<file path="src/rtl/step_sched.sv">
// step_sched: multi-channel step/dir pulse scheduler fed from the movement queue.
// Each channel times its steps against the shared free-running counter.
`timescale 1ns/1ps
module step_sched #(
   parameter int unsigned NUM_CH  = 4,
   parameter int unsigned PULSE_W = 4,
   parameter int unsigned CNT_W   = 32
) (
   input  logic              clk,
   input  logic              rst_n,
   input  logic [CNT_W-1:0]  counter,
   input  logic [63:0]       mq_data,
   input  logic              mq_avail,
   output logic              mq_pull,
   input  logic              shutdown,
   output logic [NUM_CH-1:0] step,
   output logic [NUM_CH-1:0] dir,
   output logic [NUM_CH-1:0] busy
);
   typedef enum logic [1:0] {StIdle, StWait, StHigh, StLow} ch_state_e;

   localparam logic [7:0] PulseLast = 8'(PULSE_W - 1);

   // Head entry fields
   logic [CNT_W-1:0] e_start;
   logic [15:0]      e_interval;
   logic [9:0]       e_count;
   logic [2:0]       e_ch;
   logic             e_dir;
   logic             unused_bits;

   assign e_start     = CNT_W'(mq_data[31:0]);
   assign e_interval  = mq_data[47:32];
   assign e_count     = mq_data[57:48];
   assign e_ch        = mq_data[60:58];
   assign e_dir       = mq_data[61];
   assign unused_bits = ^mq_data[63:62];

   logic [NUM_CH-1:0] ch_idle;
   logic [NUM_CH-1:0] load;
   logic              target_ok;
   logic              dispatch;
   logic              mq_pull_q;

   // Head entry may go only if its channel is idle; out-of-range channels are simply dropped.
   always_comb begin
      target_ok = 1'b1;
      for (int unsigned i = 0; i < NUM_CH; i++) begin
         if (e_ch == 3'(i)) target_ok = ch_idle[i];
      end
   end

   // The cycle mq_pull is high is the holdoff cycle: mq_data is stale then.
   assign dispatch = mq_avail & ~shutdown & ~mq_pull_q & target_ok;

   // Registered single-cycle pop strobe.
   always_ff @(posedge clk or negedge rst_n) begin
      if (!rst_n) mq_pull_q <= 1'b0;
      else        mq_pull_q <= dispatch;
   end

   assign mq_pull = mq_pull_q;

   for (genvar g = 0; g < NUM_CH; g++) begin : g_ch
      ch_state_e        state_q;
      logic [CNT_W-1:0] next_time_q;
      logic [15:0]      interval_q;
      logic [9:0]       remaining_q;
      logic [7:0]       pcnt_q;
      logic             step_q;
      logic             dir_q;
      logic             busy_q;
      logic [CNT_W-1:0] lag;
      logic             due;
      logic             pulse_end;
      logic             fire;

      // Wrap-safe "due or late": the counter is at or past next_time by less than half the range.
      assign lag       = counter - next_time_q;
      assign due       = ~lag[CNT_W-1];
      assign pulse_end = (pcnt_q == PulseLast);
      // Firing straight out of the last LOW cycle keeps late steps at exactly PULSE_W low.
      assign fire      = due & ((state_q == StWait) |
                                ((state_q == StLow) & pulse_end & (remaining_q != '0)));
      assign load[g]    = dispatch & (e_ch == 3'(g));
      assign ch_idle[g] = (state_q == StIdle);

      // Per-channel FSM: load, fire, pulse high/low timing and shutdown abort.
      always_ff @(posedge clk or negedge rst_n) begin
         if (!rst_n) begin
            state_q     <= StIdle;
            next_time_q <= '0;
            interval_q  <= '0;
            remaining_q <= '0;
            pcnt_q      <= '0;
            step_q      <= 1'b0;
            dir_q       <= 1'b0;
            busy_q      <= 1'b0;
         end else if (shutdown) begin
            state_q     <= StIdle;
            remaining_q <= '0;
            pcnt_q      <= '0;
            step_q      <= 1'b0;
            busy_q      <= 1'b0;
         end else if (load[g]) begin
            dir_q       <= e_dir;
            next_time_q <= e_start;
            interval_q  <= e_interval;
            remaining_q <= e_count;
            pcnt_q      <= '0;
            if (e_count != '0) begin
               state_q <= StWait;
               busy_q  <= 1'b1;
            end
         end else if (fire) begin
            state_q     <= StHigh;
            step_q      <= 1'b1;
            busy_q      <= 1'b1;
            remaining_q <= remaining_q - 10'd1;
            next_time_q <= next_time_q + CNT_W'(interval_q);
            pcnt_q      <= '0;
         end else begin
            case (state_q)
               StHigh: begin
                  if (pulse_end) begin
                     step_q  <= 1'b0;
                     state_q <= StLow;
                     pcnt_q  <= '0;
                  end else begin
                     pcnt_q <= pcnt_q + 8'd1;
                  end
               end
               StLow: begin
                  if (pulse_end) begin
                     pcnt_q <= '0;
                     if (remaining_q != '0) begin
                        state_q <= StWait;
                     end else begin
                        state_q <= StIdle;
                        busy_q  <= 1'b0;
                     end
                  end else begin
                     pcnt_q <= pcnt_q + 8'd1;
                  end
               end
               default: ;
            endcase
         end
      end

      assign step[g] = step_q;
      assign dir[g]  = dir_q;
      assign busy[g] = busy_q;
   end

endmodule

</file>
<file path="config.mk">
export PLATFORM = sky130hd
export DESIGN_NAME = step_sched
export DESIGN_NICKNAME = d
export VERILOG_FILES = /design/src/rtl/step_sched.sv
export SDC_FILE = /design/constraint.sdc
export NUM_CORES = 1
export LEC_CHECK = 0
export CELL_PAD_IN_SITES_DETAIL_PLACEMENT = 1
export CELL_PAD_IN_SITES_GLOBAL_PLACEMENT = 2
export CORE_MARGIN = 2
export CORE_UTILIZATION = 41
export DETAILED_ROUTE_END_ITERATION = 7
export PLACE_DENSITY = 0.9
export SYNTH_ARGS = -nofsm -noshare
export SYNTH_HDL_FRONTEND = slang
export SYNTH_SLANG_ARGS = --single-unit
</file>
<file path="constraint.sdc">
create_clock -name clk -period 9.7 [get_ports clk]
set_input_delay 1.94 -clock clk [delete_from_list [all_inputs] [get_ports clk]]
set_output_delay 1.94 -clock clk [all_outputs]
set_load 0.01 [all_outputs]
</file>
# == Word-level counts from Yosys, hierarchy flattened ==
# Index checks and enable logic that the tools add are counted.
# word_totals
out_inout_bits,13
wordCells,301
ff_bits,285
inputBits,100
# op_classes
addsub,16
n_reduce_logical,66
bitwise,29
muxes,118
n_eq_ne,39
# ops
op,n
32-bit two-way mux,8
8-bit two-way mux,20
32-bit by 16-bit adder with 32-bit output,4
32-bit subtractor,4
10-bit two-way mux,12
1-bit two-way mux,53
10-bit nonzero test,5
4-bit nonzero test,12
2-bit two-way mux,21
"5-bit != test, second input constant",8
"10-bit by 1-bit subtractor with 10-bit output, second input constant",4
3-bit nonzero test,12
"8-bit by 1-bit adder with 8-bit output, second input constant",4
"8-bit by 2-bit == test with 1-bit output, second input constant",4
4-bit AND reduction,8
5-bit nonzero test,4
1-bit bitwise AND,19
"2-bit == test, second input constant",8
"4-bit != test, second input constant",4
2-bit case mux with 2 select lines,4
2-bit AND reduction,8
"3-bit by 2-bit != test with 1-bit output, second input constant",4
3-bit AND reduction,4
"2-bit by 1-bit == test with 1-bit output, second input constant",4
9 further kinds,30

# == Depth between registers and ports, before layout ==
# depth
depth_word,9
ltp_mapped,13
mapped_depth_nobuf,12

# == Least setup slack after synthesis ==
# Ideal clock, no wire load.
# synth_timing
kind,input -> register
startpoint,in counter[16]
endpoint,reg g_ch[0].next_time_q[21]
required_ps,9614
n_path_buf,1
arrival_ps,4482
path_slack_ps,5132
setup_ps,86
cell_stages,10
cell_sequence,ha_1 > a21o_1 > a221o_1 > a2111oi_0 > o311a_1 > o21ai_1 > mux2i_1 > buf_6 > or4_1 > a32oi_1
# synth_via
elab_chain_len,5
# synth_rtl
item,line_no,text
start: declaration,11,"input logic [CNT_W-1:0] counter,"
32-bit subtractor,79,assign lag = counter - next_time_q;
1-bit NOT,80,assign due = ~lag[CNT_W-1];
1-bit bitwise AND,83,assign fire = due & ((state_q == StWait) |
2-bit nonzero test (no line),-,
2-bit AND reduction (no line),-,
end signal: assignment,107,next_time_q <= e_start;
end signal: assignment,120,next_time_q <= next_time_q + CNT_W'(interval_q);
end: declaration,66,logic [CNT_W-1:0] next_time_q;
# Every way passes these cells.
# A chain may end at the register's enable or synchronous reset.

# == Worst setup path after layout ==
# layout_timing
startpoint,in counter[20]
endpoint,reg g_ch[1].next_time_q[29]
# layout_via
elab_chain_len,5
# layout_rtl
item,line_no
32-bit subtractor,79
1-bit NOT,80
1-bit bitwise AND,83
2-bit nonzero test (no line),-
2-bit AND reduction (no line),-
end signal: assignment,107
end signal: assignment,120
end: declaration,66
# Every way passes these cells.

==> results.toml <==
[critical_path]
path_class = "primary input to flop"
cp-end-kind = "flop"
rrSetupSlack_ns = 5.55
r2r-end = "g_ch[1].next_time_q[29]"
reg2reg_from = "mq_pull"
r2r.worst_path.cells = 10
worstPathRequired_ns = 10.18
critPathMaxFanout = 40
critPathLaunchType = "primary input"
cp.arrival_ns = 6.15

[hold_path]
holdPathStages = 1
min_to = "mq_pull"
hp-class = "flop to flop"
worstHoldStart = "mq_pull"

[floorplan]
io_pins = 113
die_w_um = 228
chipHeight_um = 228
row_count = 81
start_util = 0.417
dieArea_sq_um = 51800
coreArea_sq_um = 49200

[timing]
skew_ns = 0.0230
tns_ns = 0
worst_slew_pin_slew_ns = 1.12
setup_violations = 0
maxSlewHeadroom = 0.255
hold_violations = 0
finalCriticalPeriod_ns = 5.67
max_freq_mhz = 176
period_share = 0.585
hold_slack_ns = 0.468
slew_violations = 0
rsz0062_at_grt = "no"

[route]
drtIter0Drc = 1132
antenna_left = 0
firstDrtPassIters = 6
vias_per_cell = 5.96
avgRoutedWirePerCell_um = 22.6
drc = 0
via_count = 19036
wirelength_um = 72200

[clocking]
postCtsSetupBuffers = 0
h-tree-depth = 2
cts_resized = 0
clk_pin_slew_worst_paths_ns = 0.06
holdBufCountCts = 0
clockBufferDepth = 3
cts_inserted_buffers = 38
cts.sink_count = 285
root_buffer = "clkbuf_16"
clkLatencyLatePin_ns = 0.57
cts_tree = "built"

[synth]
synthCells = 2437
syn-num-nets = 2733
synth_enable_flop_cells = 0
syn_avg_cell_area_sq_um = 8.41
ys_warn_count = 0
synth.distinct_cells = 87
synth-seq-cells = 285
synth_ff_type = "dfrtp_1"
mappedNetlistArea_sq_um = 20500
seq_area_frac_synth = 0.348
ys_async_sr_fraction = 1.00

[global_routing]
grt_pass1_vias = 20222
antenna_found_initial = 0
grt.busiest_layer = "met2"
grtUsageMet3 = 0.0321
grt_util_met1 = 0.338
grt_max_degree = 103
grt.total_usage = 0.285
overflow = 0
grt_util_met2 = 0.501
grt_pass1_wl_um = 114000

[cells_and_area]
area_growth_pct = 14.6
nNetsFinal = 2797
final_cells = 3193
drive_gt1_frac = 0.0558
design_area_sq_um = 23500
antenna_cells = 0

[job]
drv_cap = 0

[power]
powerDensity_nw_per_um2 = 245
leakagePower_nw = 10.9
max-vdd-ir-drop_mv = 0.179

[placed_design]
placed_area_sq_um = 22100
placed_cells = 3125
gp_congestion = 0.885
io_buffers = 110
dpl.hpwl_um = 52700

[outcome]
status = "completed"
-- stage by stage --
stage	total power [mW]	setup WS, ns	util
floorplan	3.48	5.13	-
global placement	4.03	3.61	0.450
detailed placement	4.19	3.50	0.450
CTS	5.79	4.04	0.478
global route	6.20	3.77	0.478
finish	5.76	4.03	0.478
-- logic make-up (layout without fill, tap and decap cells) --
family,after synthesis,after routing,synth area share
AND/OR/NAND/NOR,943,943,0.219
AO/OA/AOI/OAI,600,600,0.191
flip-flops,285,285,0.348
buffers and inverters,265,357,0.0529
adder cells (fa/ha/maj),196,196,0.121
XOR/XNOR,93,93,0.0398
multiplexers,55,55,0.0277
-- flip-flops by register name (all words and copies together), names as in the netlist --
| name | flops |
|---|---|
| g_ch.next_time_q | 128 |
| g_ch.interval_q | 64 |
| g_ch.remaining_q | 40 |
| g_ch.pcnt_q | 32 |
| g_ch.state_q | 8 |
| g_ch.busy_q | 4 |
| g_ch.dir_q | 4 |
| g_ch.step_q | 4 |
| mq_pull | 1 |
-- power by group --
| part | internal [mW] | switching (mW) |
|---|---|---|
| Clock | 0.961 | 0.591 |
| Combinational | 1.05 | 1.43 |
| Sequential | 1.48 | 0.255 |
-- cell usage in the layout, fill, tap and decap left out, drive strengths merged, types with 9 or more instances in the layout --
cell	count
o31a	9
nor3	53
o21a	14
xor2	29
buf	25
or3	28
nand4	38
xnor2	64
a211oi	32
o31ai	16
nor4	35
a31oi	34
o21ai	153
nor2b	16
ha	192
clkdlybuf4s50	108
or4	17
mux2i	42
clkbuf	53
a221o	13
mux2	13
a21o	54
o211ai	21
and3	36
a22o	19
nand2	402
nand3	85
and2	11
o22ai	13
a21oi	143
inv	155
nor2	160
nand2b	21
dfrtp	285
or2	10
-- cells in the mapped netlist, types with 9 or more instances --
| cell | number | share of area |
|---|---|---|
| or4_1 | 17 | 0.0062 |
| nand4_1 | 38 | 0.012 |
| ha_1 | 192 | 0.12 |
| mux2i_1 | 42 | 0.021 |
| a21o_1 | 54 | 0.020 |
| buf_2 | 9 | 0.0022 |
| xnor2_1 | 64 | 0.027 |
| clkbuf_1 | 79 | 0.014 |
| and2_1 | 10 | 0.0031 |
| o21ai_1 | 54 | 0.013 |
| or3_1 | 26 | 0.0079 |
| a221o_1 | 13 | 0.0064 |
| buf_4 | 13 | 0.0048 |
| o21a_1 | 14 | 0.0051 |
| nor2_1 | 158 | 0.029 |
| nor4_1 | 28 | 0.0086 |
| nand2_1 | 401 | 0.073 |
| a31oi_1 | 33 | 0.010 |
| o31a_1 | 9 | 0.0038 |
| inv_1 | 153 | 0.028 |
| xor2_1 | 29 | 0.012 |
| and3_1 | 36 | 0.011 |
| nor2b_1 | 16 | 0.0049 |
| dfrtp_1 | 285 | 0.35 |
| o22ai_1 | 13 | 0.0040 |
| a22o_1 | 19 | 0.0081 |
| a211oi_1 | 32 | 0.012 |
| o21ai_0 | 97 | 0.024 |
| a21oi_1 | 142 | 0.035 |
| o211ai_1 | 21 | 0.0077 |
| o31ai_1 | 15 | 0.0055 |
| nand2b_1 | 21 | 0.0064 |
| nor3_1 | 49 | 0.012 |
| nand3_1 | 85 | 0.021 |
-- critical path, stage by stage --
cell,delay (ns)
clkdlybuf4s50_1,0.62
ha_1,0.41
a21o_1,0.17
a221o_1,0.34
a221o_1,0.39
or4_1,0.42
nor3_2,0.24
o31ai_4,0.10
buf_4,0.34
nor3_2,0.79
nand3_1,0.15
a31oi_1,0.22
-- how the worst max path moves through the flow --
stage | startpoint | endpoint
2_1_floorplan | counter[16] | g_ch[0].next_time_q[21]
6_report | counter[20] | g_ch[1].next_time_q[29]
3_3_place_gp | counter[20] | g_ch[1].next_time_q[21]
3_5_place_dp | shutdown | g_ch[1].next_time_q[29]
5_1_grt | shutdown | g_ch[1].next_time_q[29]
4_1_cts | shutdown | g_ch[1].next_time_q[29]
-- per-layer routing --
metal	vias up	part of all wire
li1	8875	-
met1	9566	0.42
met2	404	0.49
met3	191	0.032
met4	0	0.059
met5	-	0
-- layout make-up --
| class | instances | area, sq um |
|---|---|---|
| Fill cell | 5791 | 25700 |
| Multi-Input combinational cell | 1887 | 12300 |
| Sequential cell | 285 | 7130 |
| Timing Repair Buffer | 133 | 1270 |
| Clock buffer | 53 | 1150 |
| Tap cell | 664 | 831 |
| Inverter | 156 | 586 |
| Clock inverter | 15 | 211 |
Note: power is estimated with default switching activity, not from simulation.
